--- config.mk ---
export PLATFORM = sky130hd
export DESIGN_NAME = cordic_iter_engine_flat
export DESIGN_NICKNAME = d
export VERILOG_FILES = /design/src/rtl/cordic_pkg.sv /design/src/rtl/cordic_iter_engine_if.sv /design/src/rtl/cordic_atan_rom.sv /design/src/rtl/cordic_iter_engine.sv /design/src/flat_wrapper.sv
export SDC_FILE = /design/constraint.sdc
export NUM_CORES = 1
export LEC_CHECK = 0
export CORE_MARGIN = 2
export CORE_UTILIZATION = 60
export DETAILED_ROUTE_END_ITERATION = 8
export PLACE_DENSITY = 0.87
export SKIP_CTS_REPAIR_TIMING = 1
export SLEW_MARGIN = 20
export SYNTH_ARGS = -nofsm -noshare
export SYNTH_HDL_FRONTEND = slang
export SYNTH_HIERARCHICAL = 1
export SYNTH_SLANG_ARGS = --single-unit
--- constraint.sdc ---
create_clock -name clk -period 9.46 [get_ports clk]
set_clock_uncertainty 0.2 [all_clocks]
set_input_delay 1.892 -clock clk [delete_from_list [all_inputs] [get_ports clk]]
set_output_delay 1.892 -clock clk [all_outputs]
set_load 0.01 [all_outputs]
--- src/rtl/cordic_pkg.sv ---
// rtl/cordic_pkg.sv - shared constants, FSM encoding and helpers for the iterative CORDIC engine
package cordic_pkg;

  // Operating mode as latched at accept.
  localparam logic CORDIC_MODE_ROT = 1'b0;
  localparam logic CORDIC_MODE_VEC = 1'b1;

  typedef enum logic [1:0] {
    IDLE = 2'd0,
    RUN  = 2'd1,
    DONE = 2'd2
  } cordic_state_e;

  localparam real CORDIC_PI = 3.14159265358979323846;

  // Angle code corresponding to pi/4 for a given angle width.
  function automatic real cordic_pi4_code(input int angle_width);
    return 2.0 ** (angle_width - 1);
  endfunction

  // Width of the iteration counter; never narrower than one bit.
  function automatic int cordic_cnt_width(input int iterations);
    return (iterations > 1) ? $clog2(iterations) : 1;
  endfunction

endpackage

--- src/rtl/cordic_iter_engine_if.sv ---
// rtl/cordic_iter_engine_if.sv - input/output handshake bundle of the iterative CORDIC engine
interface cordic_iter_engine_if #(
  parameter int DATA_WIDTH  = 12,
  parameter int ANGLE_WIDTH = 16,
  parameter int TAG_WIDTH   = 2
);
  logic                          in_valid;
  logic                          in_ready;
  logic                          mode_i;
  logic signed [DATA_WIDTH:0]    x_i;
  logic signed [DATA_WIDTH:0]    y_i;
  logic signed [ANGLE_WIDTH:0]   z_i;
  logic        [TAG_WIDTH-1:0]   tag_i;
  logic                          out_valid;
  logic                          out_ready;
  logic signed [DATA_WIDTH:0]    x_o;
  logic signed [DATA_WIDTH:0]    y_o;
  logic signed [ANGLE_WIDTH:0]   z_o;
  logic        [TAG_WIDTH-1:0]   tag_o;

  // Producer/consumer side (drives operands, accepts results).
  modport master (
    output in_valid, mode_i, x_i, y_i, z_i, tag_i, out_ready,
    input  in_ready, out_valid, x_o, y_o, z_o, tag_o
  );

  // Engine side.
  modport slave (
    input  in_valid, mode_i, x_i, y_i, z_i, tag_i, out_ready,
    output in_ready, out_valid, x_o, y_o, z_o, tag_o
  );
endinterface

--- src/rtl/cordic_atan_rom.sv ---
// rtl/cordic_atan_rom.sv - elaboration-built arctangent table indexed by iteration
module cordic_atan_rom
  import cordic_pkg::*;
#(
  parameter int ANGLE_WIDTH = 16,
  parameter int ITERATIONS  = 14,
  localparam int IDX_W      = cordic_cnt_width(ITERATIONS)
) (
  input  logic [IDX_W-1:0]        idx,
  output logic signed [ANGLE_WIDTH:0] atan_o
);

  logic signed [ANGLE_WIDTH:0] atan_tab [ITERATIONS];

  // Entry i = round(pi/4-code * (4/pi) * atan(2^-i)), fixed at elaboration.
  for (genvar g = 0; g < ITERATIONS; g++) begin : g_entry
    localparam real ANGLE_RAD = $atan(1.0 / (2.0 ** g));
    localparam int  CODE      = $rtoi(ANGLE_RAD * 4.0 / CORDIC_PI * cordic_pi4_code(ANGLE_WIDTH) + 0.5);
    assign atan_tab[g] = (ANGLE_WIDTH+1)'(CODE);
  end

  // Explicit compare-select so out-of-range counter values read as zero.
  always_comb begin
    atan_o = '0;
    for (int k = 0; k < ITERATIONS; k++) begin
      if (idx == IDX_W'(k)) atan_o = atan_tab[k];
    end
  end

endmodule

--- src/rtl/cordic_iter_engine.sv ---
// rtl/cordic_iter_engine.sv - iterative CORDIC, one micro-rotation per clock on a shared datapath
module cordic_iter_engine
  import cordic_pkg::*;
#(
  parameter int DATA_WIDTH  = 12,
  parameter int ANGLE_WIDTH = 16,
  parameter int ITERATIONS  = 14,
  parameter int TAG_WIDTH   = 2
) (
  input logic            clk,
  input logic            rst,
  cordic_iter_engine_if.slave bus
);

  localparam int CW = cordic_cnt_width(ITERATIONS);

  cordic_state_e               state_q, state_d;
  logic [CW-1:0]               iter_q;
  logic signed [DATA_WIDTH:0]  x_q, y_q, sx, sy;
  logic signed [ANGLE_WIDTH:0] z_q, atan_v;
  logic                        mode_q;
  logic [TAG_WIDTH-1:0]        tag_q;
  logic                        accept, last_iter, d_pos;

  cordic_atan_rom #(
    .ANGLE_WIDTH (ANGLE_WIDTH),
    .ITERATIONS  (ITERATIONS)
  ) u_atan_rom (
    .idx    (iter_q),
    .atan_o (atan_v)
  );

  assign accept    = (state_q == IDLE) && bus.in_valid;
  assign last_iter = (iter_q == CW'(ITERATIONS - 1));
  assign sx        = x_q >>> iter_q;
  assign sy        = y_q >>> iter_q;

  // Rotation steers z towards zero (z == 0 rotates negative); vectoring steers y towards zero.
  assign d_pos = (mode_q == CORDIC_MODE_VEC) ? y_q[DATA_WIDTH]
                                             : (!z_q[ANGLE_WIDTH] && (z_q != '0));

  // State register.
  always_ff @(posedge clk) begin
    if (rst) state_q <= IDLE;
    else     state_q <= state_d;
  end

  // Next-state and handshake outputs.
  always_comb begin
    state_d       = state_q;
    bus.in_ready  = 1'b0;
    bus.out_valid = 1'b0;
    case (state_q)
      IDLE: begin
        bus.in_ready = 1'b1;
        if (bus.in_valid) state_d = RUN;
      end
      RUN: begin
        if (last_iter) state_d = DONE;
      end
      DONE: begin
        bus.out_valid = 1'b1;
        if (bus.out_ready) state_d = IDLE;
      end
      default: state_d = IDLE;
    endcase
  end

  // Operand capture at accept, then one simultaneous x/y/z micro-rotation per RUN cycle.
  always_ff @(posedge clk) begin
    if (rst) begin
      x_q    <= '0;
      y_q    <= '0;
      z_q    <= '0;
      mode_q <= CORDIC_MODE_ROT;
      tag_q  <= '0;
      iter_q <= '0;
    end else if (accept) begin
      x_q    <= bus.x_i;
      y_q    <= bus.y_i;
      z_q    <= bus.z_i;
      mode_q <= bus.mode_i;
      tag_q  <= bus.tag_i;
      iter_q <= '0;
    end else if (state_q == RUN) begin
      if (d_pos) begin
        x_q <= x_q - sy;
        y_q <= y_q + sx;
        z_q <= z_q - atan_v;
      end else begin
        x_q <= x_q + sy;
        y_q <= y_q - sx;
        z_q <= z_q + atan_v;
      end
      iter_q <= last_iter ? '0 : iter_q + CW'(1);
    end
  end

  // Working registers hold the final result throughout DONE.
  assign bus.x_o   = x_q;
  assign bus.y_o   = y_q;
  assign bus.z_o   = z_q;
  assign bus.tag_o = tag_q;

endmodule
--- src/flat_wrapper.sv ---
// flat-port wrapper written by rule: the top's interface ports become plain ports
module cordic_iter_engine_flat import cordic_pkg::*;
#(
  parameter int DATA_WIDTH  = 12,
  parameter int ANGLE_WIDTH = 16,
  parameter int ITERATIONS  = 14,
  parameter int TAG_WIDTH   = 2
)
  (clk, rst, bus_in_valid, bus_mode_i, bus_x_i, bus_y_i, bus_z_i, bus_tag_i, bus_out_ready, bus_in_ready, bus_out_valid, bus_x_o, bus_y_o, bus_z_o, bus_tag_o);
  cordic_iter_engine_if #(.DATA_WIDTH(DATA_WIDTH), .ANGLE_WIDTH(ANGLE_WIDTH), .TAG_WIDTH(TAG_WIDTH)) bus_i ();
  input logic clk;
  input logic rst;
  input wire logic [$bits(bus_i.in_valid)-1:0] bus_in_valid;
  input wire logic [$bits(bus_i.mode_i)-1:0] bus_mode_i;
  input wire logic [$bits(bus_i.x_i)-1:0] bus_x_i;
  input wire logic [$bits(bus_i.y_i)-1:0] bus_y_i;
  input wire logic [$bits(bus_i.z_i)-1:0] bus_z_i;
  input wire logic [$bits(bus_i.tag_i)-1:0] bus_tag_i;
  input wire logic [$bits(bus_i.out_ready)-1:0] bus_out_ready;
  output wire logic [$bits(bus_i.in_ready)-1:0] bus_in_ready;
  output wire logic [$bits(bus_i.out_valid)-1:0] bus_out_valid;
  output wire logic [$bits(bus_i.x_o)-1:0] bus_x_o;
  output wire logic [$bits(bus_i.y_o)-1:0] bus_y_o;
  output wire logic [$bits(bus_i.z_o)-1:0] bus_z_o;
  output wire logic [$bits(bus_i.tag_o)-1:0] bus_tag_o;
  assign bus_i.in_valid = bus_in_valid;
  assign bus_i.mode_i = bus_mode_i;
  assign bus_i.x_i = bus_x_i;
  assign bus_i.y_i = bus_y_i;
  assign bus_i.z_i = bus_z_i;
  assign bus_i.tag_i = bus_tag_i;
  assign bus_i.out_ready = bus_out_ready;
  assign bus_in_ready = bus_i.in_ready;
  assign bus_out_valid = bus_i.out_valid;
  assign bus_x_o = bus_i.x_o;
  assign bus_y_o = bus_i.y_o;
  assign bus_z_o = bus_i.z_o;
  assign bus_tag_o = bus_i.tag_o;
  cordic_iter_engine #(.DATA_WIDTH(DATA_WIDTH), .ANGLE_WIDTH(ANGLE_WIDTH), .ITERATIONS(ITERATIONS), .TAG_WIDTH(TAG_WIDTH)) u_core (.clk(clk), .rst(rst), .bus(bus_i));
endmodule
==> out/metrics.yaml, run 1 <==
cts-root-buf: "sky130_fd_sc_hd__clkbuf_8"
cts.htree.levels: 2
std_cell_rows: 37
number_of_remaining_drc_errors: 0
post_synth_instance_area_um2: 6450
setup_viol_count_final: 0
grt_first_pass_wirelength_mm: 32.3
worst_ep_required_time_ns: 9.43
max-clock-path-buffers: 2
ys_dominant_reg_cell: "sky130_fd_sc_hd__dfxtp_1"
synth_cell_type_count: 82
worst-endpoint-arrival_ns: 4.92
design.final.nets: 969
grt_antenna_before_repair: 0
post_drt_via_cell_ratio: 6.64
layout.cells.most_common_list: "95 x sky130_fd_sc_hd__clkdlybuf4s50_1, 90 x sky130_fd_sc_hd__nand2_1, 78 x sky130_fd_sc_hd__nor2_1"
setup_tns_after_final_layout_ns: 0
initial_core_util_pct: 62.2
synthesis.yosys.warnings: 6
drv.max_cap_violation_count: 0
fp.dieH_um: 108
dpl-instance-area_um2: 7280
total_via_count_after_detailed_routing: 6696
power.density_cell_area_nw_per_um2: 222
grt_use_total_pct: 35.2
outcome: "finished, final reports clean"
worstSetupEndpointType: "flip-flop"
mostFrequentLayoutCell: "sky130_fd_sc_hd__clkdlybuf4s50_1"
drive_above_1_share_pct: 7.45
leakage_uw: 0.00281
antenna_violating_nets_post_route: 0
critPathLaunchType: "flip-flop"
nFillCells: 874
overflow: 0
synthArstFlopShare_pct: 0
synth-simple-area-share_pct: 21.8
insertedDiodeCount: 0
multi_input_comb_area_um2: 4960
r2r_setup_slack_ns: 4.51
synthesis.instances: 814
detail_route.iter0.violations: 678
hp-class: "reg2reg"
io_buffer_count: 96
rsz0062_at_grt: "no"
syn_nets: 911
area_of_the_core_um2: 10400
slew_viol_final: 0
wl_mm: 20.2
hold_viol_final: 0
synth_seq_cells: 52
firstDrtPassIters: 5
synthesized_area_fraction_occupied_by_ao_oa_aoi_and_oai_cells_pct: 23.7
synth-seq-area-share_pct: 16.1
design.die.area_um2: 11600
tritoncts: "built"
worst_skew_pair.late_latency_ns: 0.33
layout.area.seq_um2: 1040
syn2layout_area_growth_pct: 14.3
adder_cell_area_share_of_the_yosys_netlist_pct: 9.47
drt-wirelength-per-cell_um: 20.1
path_class: "reg2reg"
detailed_place_hpwl_mm: 14.8
layout_worst_path_cycle_share_pct: 52.3
avgSynthCellArea_um2: 7.92
xor_and_xnor_area_share_after_synthesis_pct: 9.24
muxShareOfSynthArea_pct: 12.7
pin_count_of_the_biggest_net_entering_global_routing: 54
gp_congestion: 0.986
worstMarginPinSlew_ns: 1.07
path_max_fanout: 35
first_global_vias: 6286
irDropWorstVdd_uv: 184
max_freq_mhz: 202
numCtsBuffers: 5
pin_count: 97
totalPowerFinal_uw: 1640
finish.instance_area_um2: 7370
utilization_pct: 71.1
clock_transition_at_the_registers_of_the_reported_paths_ns: 0.11
worst_slew_margin_relative_to_its_limit_pct: 28.7
finalCriticalPeriod_ns: 4.95
synth-edff-count: 0
total_number_of_clock_tree_sinks: 52
main_combinational_cell_family_by_area_after_synthesis: "compound AO/OA/AOI/OAI gates"
hold_ws_ns: 0.292
die_w_um: 108
==> layer usage <==
metal / part of all wire [%] / global-route usage [%] / up-vias / wire length [um]
li1: - / - / 3137 / -
met1: 43 / 48.9 / 3178 / 8660
met2: 46 / 55.3 / 343 / 9280
met3: 9.5 / 7.20 / 38 / 1930
met4: 1.9 / 10.3 / 0 / 377
met5: 0 / 0 / - / 0
==> cells by family (layout without fill, tap and decap cells) <==
kind of cell | after synthesis | after routing
mux | 53 | 53
buf+inv | 75 | 134
simple gates | 291 | 291
flops | 52 | 52
xor+xnor | 68 | 68
other cells | 1 | 1
fa+ha+maj | 47 | 47
compound gates | 227 | 227
==> final cells by class <==
class	count	share of cell area, %
Clock inverter	2	0.221
Inverter	21	1.07
Clock buffer	6	0.985
Sequential cell	52	14.2
Timing Repair Buffer	105	13.9
Multi-Input combinational cell	687	67.4
Tap cell	136	2.31
==> cell usage after synthesis, drive strengths merged, types with 8 or more instances <==
library cell	instances	area share (%)
xor2	28	3.8
a21o	12	1.4
o21ai	40	3.1
nor2	78	4.5
buf	27	3.8
mux2i	26	4.0
nand3	14	1.1
a31oi	12	1.2
a21oi	54	4.2
nor2b	11	1.1
clkbuf	26	1.7
mux4	20	7.4
ha	44	8.5
o31ai	9	1.1
a211oi	19	2.2
xnor2	40	5.4
nor3	36	3.0
nand2	91	5.3
dfxtp	52	16
nand2b	10	0.97
and3	8	0.78
inv	21	1.2
a311oi	16	2.2
==> path summary, 6_finish.rpt <==
check,from,end,cells after the start
max,u_core/iter_q[1],u_core/bus.y_o[11],14
min reg2reg,u_core/bus.tag_o[0],u_core/bus.tag_o[0],2
max reg2reg,u_core/iter_q[1],u_core/bus.y_o[11],14
min,u_core/bus.tag_o[0],u_core/bus.tag_o[0],2
==> critical path: stages, from the launching register on <==
cell and delay [ns]:
sky130_fd_sc_hd__dfxtp_2 0.54, sky130_fd_sc_hd__buf_4 0.44, sky130_fd_sc_hd__mux4_2 0.55, sky130_fd_sc_hd__mux2i_1 0.23
sky130_fd_sc_hd__mux2i_1 0.17, sky130_fd_sc_hd__nor3_2 0.28, sky130_fd_sc_hd__nand2_1 0.12, sky130_fd_sc_hd__o31ai_1 0.36
sky130_fd_sc_hd__xor2_1 0.21, sky130_fd_sc_hd__ha_1 0.31, sky130_fd_sc_hd__and3_1 0.22, sky130_fd_sc_hd__a211oi_1 0.29
sky130_fd_sc_hd__a21oi_1 0.14, sky130_fd_sc_hd__and3_1 0.21, sky130_fd_sc_hd__a2111oi_0 0.49
==> per-stage QoR <==
step | instances | setup slack [ns]
finish | 1009 | 4.51
global route | 1009 | 4.22
CTS | 1009 | 4.66
detailed placement | 1001 | 4.69
global placement | 1001 | 4.83
floorplan | 814 | 5.22
==> registers in the layout, indices dropped and copies added, names as in the netlist <==
name and cells:
u_core/bus.z_o 17, u_core/bus.x_o 13, u_core/bus.y_o 13, u_core/iter_q 4
u_core/bus.tag_o 2, u_core/state_q 2, u_core/mode_q 1
==> power breakdown <==
group	total [uW]	switching (uW)	internal (uW)	leakage [uW]
Sequential	339	82.0	257	0.000431
Combinational	1150	632	523	0.00234
Clock	145	91.7	53.2	0.0000414
Total	1640	805	833	0.00281
Note: power is estimated with default switching activity, not from simulation.
==> run 2: changes to the inputs <==
CORE_UTILIZATION = 51   (was 60)
PLACE_DENSITY = 0.79   (was 0.87)
clock period = 4.2 ns   (was 9.46 ns; I/O delays follow)
==> out/metrics.yaml, run 2 (synthesis results as in run 1) <==
power.density_cell_area_nw_per_um2: 521
mostFrequentLayoutCell: "sky130_fd_sc_hd__buf_4"
utilization_pct: 68.6
hold_viol_final: 0
reg2reg_depth: 15
insertedDiodeCount: 0
wl_mm: 22.0
outcome: "finished, violations left"
grt_use_total_pct: 30.2
hp-class: "reg2reg"
r2r_setup_slack_ns: -0.23
cts.htree.levels: 2
initial_core_util_pct: 51.7
io_buffer_count: 96
hold_end: "u_core/bus.tag_o[1]"
worstSetupEndpointType: "flip-flop"
failing_checks: "setup timing"
gp_congestion: 0.985
finalCriticalPeriod_ns: 4.43
numCtsBuffers: 5
total_via_count_after_detailed_routing: 7252
leakage_uw: 0.00337
syn2layout_area_growth_pct: 32.6
fp.dieH_um: 116
min-delay-start: "u_core/bus.tag_o[1]"
fin_ws_ns: -0.228
drive_above_1_share_pct: 23.2
area_of_the_core_um2: 12500
design.die.area_um2: 13600
largest_register_ff_count: 17
max-clock-path-buffers: 2
drv.max_cap_violation_count: 0
pin_count: 97
worst_skew_pair.late_latency_ns: 0.32
timing.rr.end: "u_core/bus.y_o[10]"
cts-root-buf: "sky130_fd_sc_hd__clkbuf_16"
totalPowerFinal_uw: 4460
worstReg2RegStart: "u_core/iter_q[0]"
irDropWorstVdd_uv: 341
grt_antenna_before_repair: 0
post_drt_via_cell_ratio: 6.33
path_max_fanout: 6
overflow: 0
firstDrtPassIters: 8
die_w_um: 116
detailed_place_hpwl_mm: 15.2
nFillCells: 994
first_global_vias: 6575
std_cell_rows: 41
drt-wirelength-per-cell_um: 19.2
grt_first_pass_wirelength_mm: 32.4
detail_route.iter0.violations: 1004
worst-endpoint-arrival_ns: 4.41
path_class: "reg2reg"
worst_ep_required_time_ns: 4.18
tritoncts: "built"
number_of_remaining_drc_errors: 0
antenna_violating_nets_post_route: 0
setup_viol_count_final: 4
worstMarginPinSlew_ns: 0.989
rsz0062_at_grt: "yes"
max_freq_mhz: 226
clock_transition_at_the_registers_of_the_reported_paths_ns: 0.09
slew_viol_final: 0
min_delay_path_depth: 2
pin_count_of_the_biggest_net_entering_global_routing: 41
layout.cells.most_common_list: "102 x sky130_fd_sc_hd__buf_4, 95 x sky130_fd_sc_hd__clkdlybuf4s50_1, 88 x sky130_fd_sc_hd__nand2_1"
worst_slew_margin_relative_to_its_limit_pct: 34.1
critPathLaunchType: "flip-flop"
total_number_of_clock_tree_sinks: 52
layout_worst_path_cycle_share_pct: 105
design.final.nets: 1070
-- run 2: worst max path at each step --
stage	from	endpoint	slack, ns	cells past startpoint
after detailed placement	u_core/iter_q[0]	u_core/bus.y_o[11]	-0.22	15
after CTS	u_core/iter_q[0]	u_core/bus.y_o[10]	-0.28	15
after floorplan	u_core/iter_q[0]	u_core/bus.y_o[12]	0.04	16
after global placement	u_core/iter_q[0]	u_core/bus.y_o[10]	-0.009	15
final	u_core/iter_q[0]	u_core/bus.y_o[10]	-0.23	15
after global routing	u_core/iter_q[0]	u_core/bus.y_o[10]	-0.29	15
-- run 2: power breakdown --
group | switching [uW] | total (uW) | internal, uW
clock | 235 | 466 | 231
sequential | 125 | 703 | 578
combinational | 1720 | 3290 | 1570
-- run 2: per-layer routing --
layer	vias to the layer above	share of wire (%)	track usage, %
met2	463	45	47.9
met4	0	4.2	12.1
met5	-	0	0
met3	92	9.1	4.26
li1	3335	-	-
met1	3362	42	41.5
-- run 2: per-stage QoR --
| stage | instance area [um2] | TNS (ns) | cells | setup WS, ns | hold slack (ns) |
|---|---|---|---|---|---|
| after floorplan | 6450 | 0 | 814 | 0.0368 | 0.267 |
| after detailed placement | 8040 | -0.885 | 1127 | -0.223 | 0.252 |
| after CTS | 8190 | -1.58 | 1135 | -0.283 | 0.271 |
| after global placement | 8040 | -0.00997 | 1127 | -0.00886 | 0.251 |
| final | 8550 | -0.471 | 1146 | -0.228 | 0.271 |
| after global routing | 8550 | -1.81 | 1146 | -0.286 | 0.300 |
-- run 2: cell type report --
type,count,area [um2],area share (%)
inverter,21,78.8,0.922
multi-input combinational,687,5220,61.0
clock inverter,3,28.8,0.336
sequential,52,1050,12.2
tap,172,215,2.52
clock buffer,5,125,1.46
timing repair buffer,206,1840,21.5
-- run 2: worst max-delay path: stages, from the launching register on --
cell                       delay [ns]
sky130_fd_sc_hd__dfxtp_4         0.42
sky130_fd_sc_hd__mux4_2          0.54
sky130_fd_sc_hd__mux4_2          0.51
sky130_fd_sc_hd__inv_2           0.10
sky130_fd_sc_hd__ha_4            0.15
sky130_fd_sc_hd__nand2_1         0.10
sky130_fd_sc_hd__o22ai_2         0.17
sky130_fd_sc_hd__nor2_1          0.09
sky130_fd_sc_hd__xnor2_1         0.30
sky130_fd_sc_hd__ha_1            0.35
sky130_fd_sc_hd__a2111o_1        0.55
sky130_fd_sc_hd__a311oi_2        0.33
sky130_fd_sc_hd__xor2_1          0.19
sky130_fd_sc_hd__o21ai_1         0.10
sky130_fd_sc_hd__o21ai_1         0.13
sky130_fd_sc_hd__nor2_1          0.06
==> run 3: changes to the inputs <==
GPL_ROUTABILITY_DRIVEN = 0   (was unset)
==> out/metrics.yaml, run 3 (synthesis results as in run 1) <==
wl_mm: 21.1
worst-endpoint-arrival_ns: 4.28
layout.area.seq_um2: 1050
layout.cells.most_common_list: "101 x sky130_fd_sc_hd__buf_4, 95 x sky130_fd_sc_hd__clkdlybuf4s50_1, 88 x sky130_fd_sc_hd__nand2_1"
timing.rr.end: "u_core/bus.y_o[12]"
fin_ws_ns: -0.0610
min_delay_path_depth: 2
multi_input_comb_area_um2: 5210
clock_transition_at_the_registers_of_the_reported_paths_ns: 0.08
leakage_uw: 0.00338
nFillCells: 965
initial_core_util_pct: 51.7
syn2layout_area_growth_pct: 32.8
critPathLaunchType: "flip-flop"
worst_ep_required_time_ns: 4.21
cp_num_buf_inv: 3
rsz0062_at_grt: "yes"
design.die.area_um2: 13600
cell_internal_pwr_uw: 2370
worst_skew_pair.late_latency_ns: 0.31
setup_viol_count_final: 4
path_max_fanout: 7
cts.htree.levels: 2
worst_slew_margin_relative_to_its_limit_pct: 34.0
setup_tns_after_final_layout_ns: -0.151
hold_ws_ns: 0.262
hold_end: "u_core/bus.tag_o[1]"
grt_first_pass_wirelength_mm: 31.6
drt-wirelength-per-cell_um: 18.4
clock_power_share_pct: 10.5
drv.max_cap_violation_count: 0
r2r_setup_slack_ns: -0.06
worstSetupEndpointType: "flip-flop"
number_of_remaining_drc_errors: 0
largest_register_ff_count: 17
max-clock-path-buffers: 2
dp_slack_ns: -0.180
worstMarginPinSlew_ns: 0.990
outcome: "finished, violations left"
std_cell_rows: 41
finalCriticalPeriod_ns: 4.26
comb_power_share_pct: 73.6
pin_count_of_the_biggest_net_entering_global_routing: 43
mostFrequentLayoutCell: "sky130_fd_sc_hd__buf_4"
worst_path_dominant_cell_family: "multiplexers"
tritoncts: "built"
hold_viol_final: 0
grt_antenna_before_repair: 0
p_seq_share_pct: 15.9
cts-root-buf: "sky130_fd_sc_hd__clkbuf_16"
critical_path_cell_by_cell: "mux4_2 -> mux4_2 -> buf_6 -> nor3_4 -> buf_6 -> buf_4 -> a31oi_2 -> xor2_1 -> ha_1 -> nor3_2 -> nor2_2 -> a31oi_2 -> a21oi_2 -> nor2_1 -> a2111oi_4"
critPathSlowestCell: "sky130_fd_sc_hd__mux4_2"
grt_use_total_pct: 29.4
hp-class: "reg2reg"
slew_viol_final: 0
overflow: 0
max_freq_mhz: 235
insertedDiodeCount: 0
power.switching_uw: 2040
worstReg2RegStart: "u_core/iter_q[0]"
total_number_of_clock_tree_sinks: 52
slowest_delay_ns: 0.54
die_w_um: 116
io_buffer_count: 96
path_class: "reg2reg"
p_sw_share_pct: 46.3
design.final.nets: 1070
area_of_the_core_um2: 12500
firstDrtPassIters: 6
min-delay-start: "u_core/bus.tag_o[1]"
irDropWorstVdd_uv: 349
post_drt_via_cell_ratio: 6.25
detail_route.iter0.violations: 721
power.density_cell_area_nw_per_um2: 515
drive_above_1_share_pct: 22.8
numCtsBuffers: 5
detailed_place_hpwl_mm: 14.7
layout_worst_path_cycle_share_pct: 101
failing_checks: "setup timing"
pin_count: 97
total_via_count_after_detailed_routing: 7167
fp.dieH_um: 116
reg2reg_depth: 15
antenna_violating_nets_post_route: 0
first_global_vias: 6353
-- run 3: changes by cell type in the layout (fill, tap and decap cells not counted), moves of 3 or more --
cell                       previous run  this run
sky130_fd_sc_hd__o311ai_1             3         0
sky130_fd_sc_hd__mux2i_2              4         1
sky130_fd_sc_hd__o311ai_0             1         4
sky130_fd_sc_hd__mux2i_1             22        25
-- run 3: through the flow --
| stage | total power (uW) | std cells | utilization (%) | area, um2 |
|---|---|---|---|---|
| after global placement | 3540 | 1127 | 64.5 | 8040 |
| after CTS | 4050 | 1135 | 65.7 | 8190 |
| final | 4410 | 1146 | 68.7 | 8560 |
| after global routing | 4690 | 1146 | 68.7 | 8560 |
| after detailed placement | 3580 | 1127 | 64.5 | 8040 |
| after floorplan | 2620 | 814 | - | 6450 |
-- run 3: final cells by class --
cell class | count | area share, %
Multi-Input combinational cell | 687 | 60.9
Timing Repair Buffer | 206 | 21.7
Clock inverter | 3 | 0.292
Tap cell | 172 | 2.51
Clock buffer | 5 | 1.46
Inverter | 21 | 0.921
Sequential cell | 52 | 12.2
-- run 3: metal layers --
layer  up-vias  part of all wire (%)  global-route usage (%)  wire length, um
met5         -                     0                       0                0
met4         0                   3.1                    11.7              660
met3        75                   9.3                    3.58             1960
met2       428                    45                    44.5             9480
met1      3324                    43                    42.6             9030
li1       3340                     -                       -                -
-- run 3: power by group through the flow --
stage	combinational [uW]	sequential [uW]	clock (uW)
after floorplan	1900	720	0
after global placement	2840	707	0
after detailed placement	2870	706	0
after CTS	2900	696	455
after global routing	3500	712	474
final	3240	702	461
-- run 3: worst max-delay path by stage --
stage	from	to	slack [ns]	cells after the start
detailed placement	u_core/iter_q[0]	u_core/bus.y_o[11]	-0.18	15
CTS	u_core/iter_q[0]	u_core/bus.y_o[11]	-0.21	15
finish	u_core/iter_q[0]	u_core/bus.y_o[12]	-0.06	15
floorplan	u_core/iter_q[0]	u_core/bus.y_o[12]	0.04	16
global placement	u_core/iter_q[0]	u_core/bus.y_o[10]	-0.06	15
global route	u_core/iter_q[0]	u_core/bus.y_o[12]	-0.24	16
-- run 3: tightest hold or removal path, delay by kind of cell (launching register included) --
family	cells	cell delay, ns
flops	1	0.32
compound gates	1	0.05
simple gates	1	0.05
==> edit: new RTL, settings of run 1 <==
Encoding of `cordic_state_e`: now one-hot (3 bits for 3 states).
--- a/src/rtl/cordic_pkg.sv
+++ b/src/rtl/cordic_pkg.sv
@@ -7,6 +7,6 @@
 
-  typedef enum logic [1:0] {
-    IDLE = 2'd0,
-    RUN  = 2'd1,
-    DONE = 2'd2
+  typedef enum logic [2:0] {
+    IDLE = 3'b001,
+    RUN  = 3'b010,
+    DONE = 3'b100
   } cordic_state_e;
Behaviour: same outputs for any inputs over 4 cycles, from zero or initial values and one cycle with rst high; so few cycles prove little.
==> edit against run 1 <==
Hold slack lost 0.023 ns; worst setup slack lost 0.85 ns; sequential cell count grew 1; synthesized area grew 1.8%; wire length shrank 7.6%; synthesized cell count grew 6.4%; critical endpoint is now u_core/bus.x_o[12]; cell area grew 3.3%; largest cell class unchanged.
Power is not compared: it rests on default switching activity, and its combinational part moved more than twofold at a synthesized area within 25%.
==> edit: results (changes against run 1) <==
\begin{tabular}{lr}
\hline
Metric & Value \\
\hline
\multicolumn{2}{l}{\textbf{Drt}} \\
M1 WL & 8.58 mm (-0.84\%) \\
Avg Vias per Cell & 6.34 (-4.4\%) \\
Met2 layer wire length in the routed design & 8.18 mm (-12\%) \\
Met3 wire length & 1.53 mm (-21\%) \\
WL/cell & 17.6 µm (-12\%) \\
\multicolumn{2}{l}{\textbf{Cells and area}} \\
Share of cells above drive strength 1 & 7.03\% (-0.42 points) \\
Total area of multi-input combinational cells & 0.00510 mm² (+2.8\%) \\
Number of flip-flops and latches & 53 (+1.9\%) \\
Register area & 0.00106 mm² (+1.9\%) \\
Nets & 1021 (+5.4\%) \\
Multi-Input Combinational & 727 (+5.8\%) \\
Proportion of cell area spent on the clock network & 1.53\% (+0.32 points) \\
Buffer share of cell area & 13.7\% (-0.15 points) \\
Number of logic inverters in the finished layout & 29 (+38\%) \\
Post-Layout Cell Count & 1065 (+5.6\%) \\
\multicolumn{2}{l}{\textbf{Placement}} \\
Hpwl dp & 13.3 mm (-9.6\%) \\
Post-detailed-placement cell area & 0.00750 mm² (+3.0\%) \\
GPL Wtd Cong & 0.989 (+0.37\%) \\
\multicolumn{2}{l}{\textbf{Setup path}} \\
Maximum fanout along the worst path & 51 (+46\%) \\
Category of cells accounting for the largest share of critical-path delay & compound AO/OA/AOI/OAI gates \\
Crit-path slowest cell & mux4\_1 \\
Biggest cell delay along the critical path & 0.68 ns (+0.13 ns) \\
\multicolumn{2}{l}{\textbf{Global routing}} \\
Routing usage on met1 & 46.6\% (-2.3 points) \\
Combined global-route utilization of all metal layers & 31.9\% (-3.4 points) \\
Number of global-route vias before repair & 6005 (-4.5\%) \\
Pin count of the biggest net entering global routing & 57 (+5.6\%) \\
Met2 Use GR & 47.9\% (-7.4 points) \\
Wire length of the first global-routing pass & 30.2 mm (-6.6\%) \\
\multicolumn{2}{l}{\textbf{Logic synthesis}} \\
Commonest cells in the synthesized netlist & nand2\_1, nor2\_1, a21oi\_1 \\
Xor-xnor portion of the synthesized cell area & 9.94\% (+0.71 points) \\
Synth cell types & 85 (+3.7\%) \\
Largest cells by area after synthesis & dfxtp\_1, ha\_1, a21oi\_1, xnor2\_1, nand2\_1 \\
Number of nets produced by synthesis & 963 (+5.7\%) \\
Post-synthesis compound-gate area fraction & 25.1\% (+1.3 points) \\
Cell area after synthesis & 0.00657 mm² (+1.8\%) \\
\multicolumn{2}{l}{\textbf{Outcome}} \\
Result of the run & finished, final reports clean \\
\hline
\end{tabular}
-- edit: cell types whose count changed after synthesis, sizes merged, moves of 7 or more --
cell	delta
clkbuf	+8
a2111oi	+7
a21oi	+25
nor2	+19
nor3	-13
a22oi	+7
inv	+7
nand2	+8
-- edit: kinds of logic after synthesis --
group,after synthesis
buf+inv,86
compound gates,246
other cells,1
flops,53
simple gates,311
xor+xnor,73
mux,49
fa+ha+maj,47
-- edit: worst paths after layout --
path                       startpoint             endpoint  slack, ns  cells past startpoint
setup / recovery     u_core/iter_q[0]   u_core/bus.x_o[12]       3.66                     16
hold / removal    u_core/bus.tag_o[1]  u_core/bus.tag_o[1]       0.27                      2
setup reg to reg     u_core/iter_q[0]   u_core/bus.x_o[12]       3.66                     16
hold reg to reg   u_core/bus.tag_o[1]  u_core/bus.tag_o[1]       0.27                      2
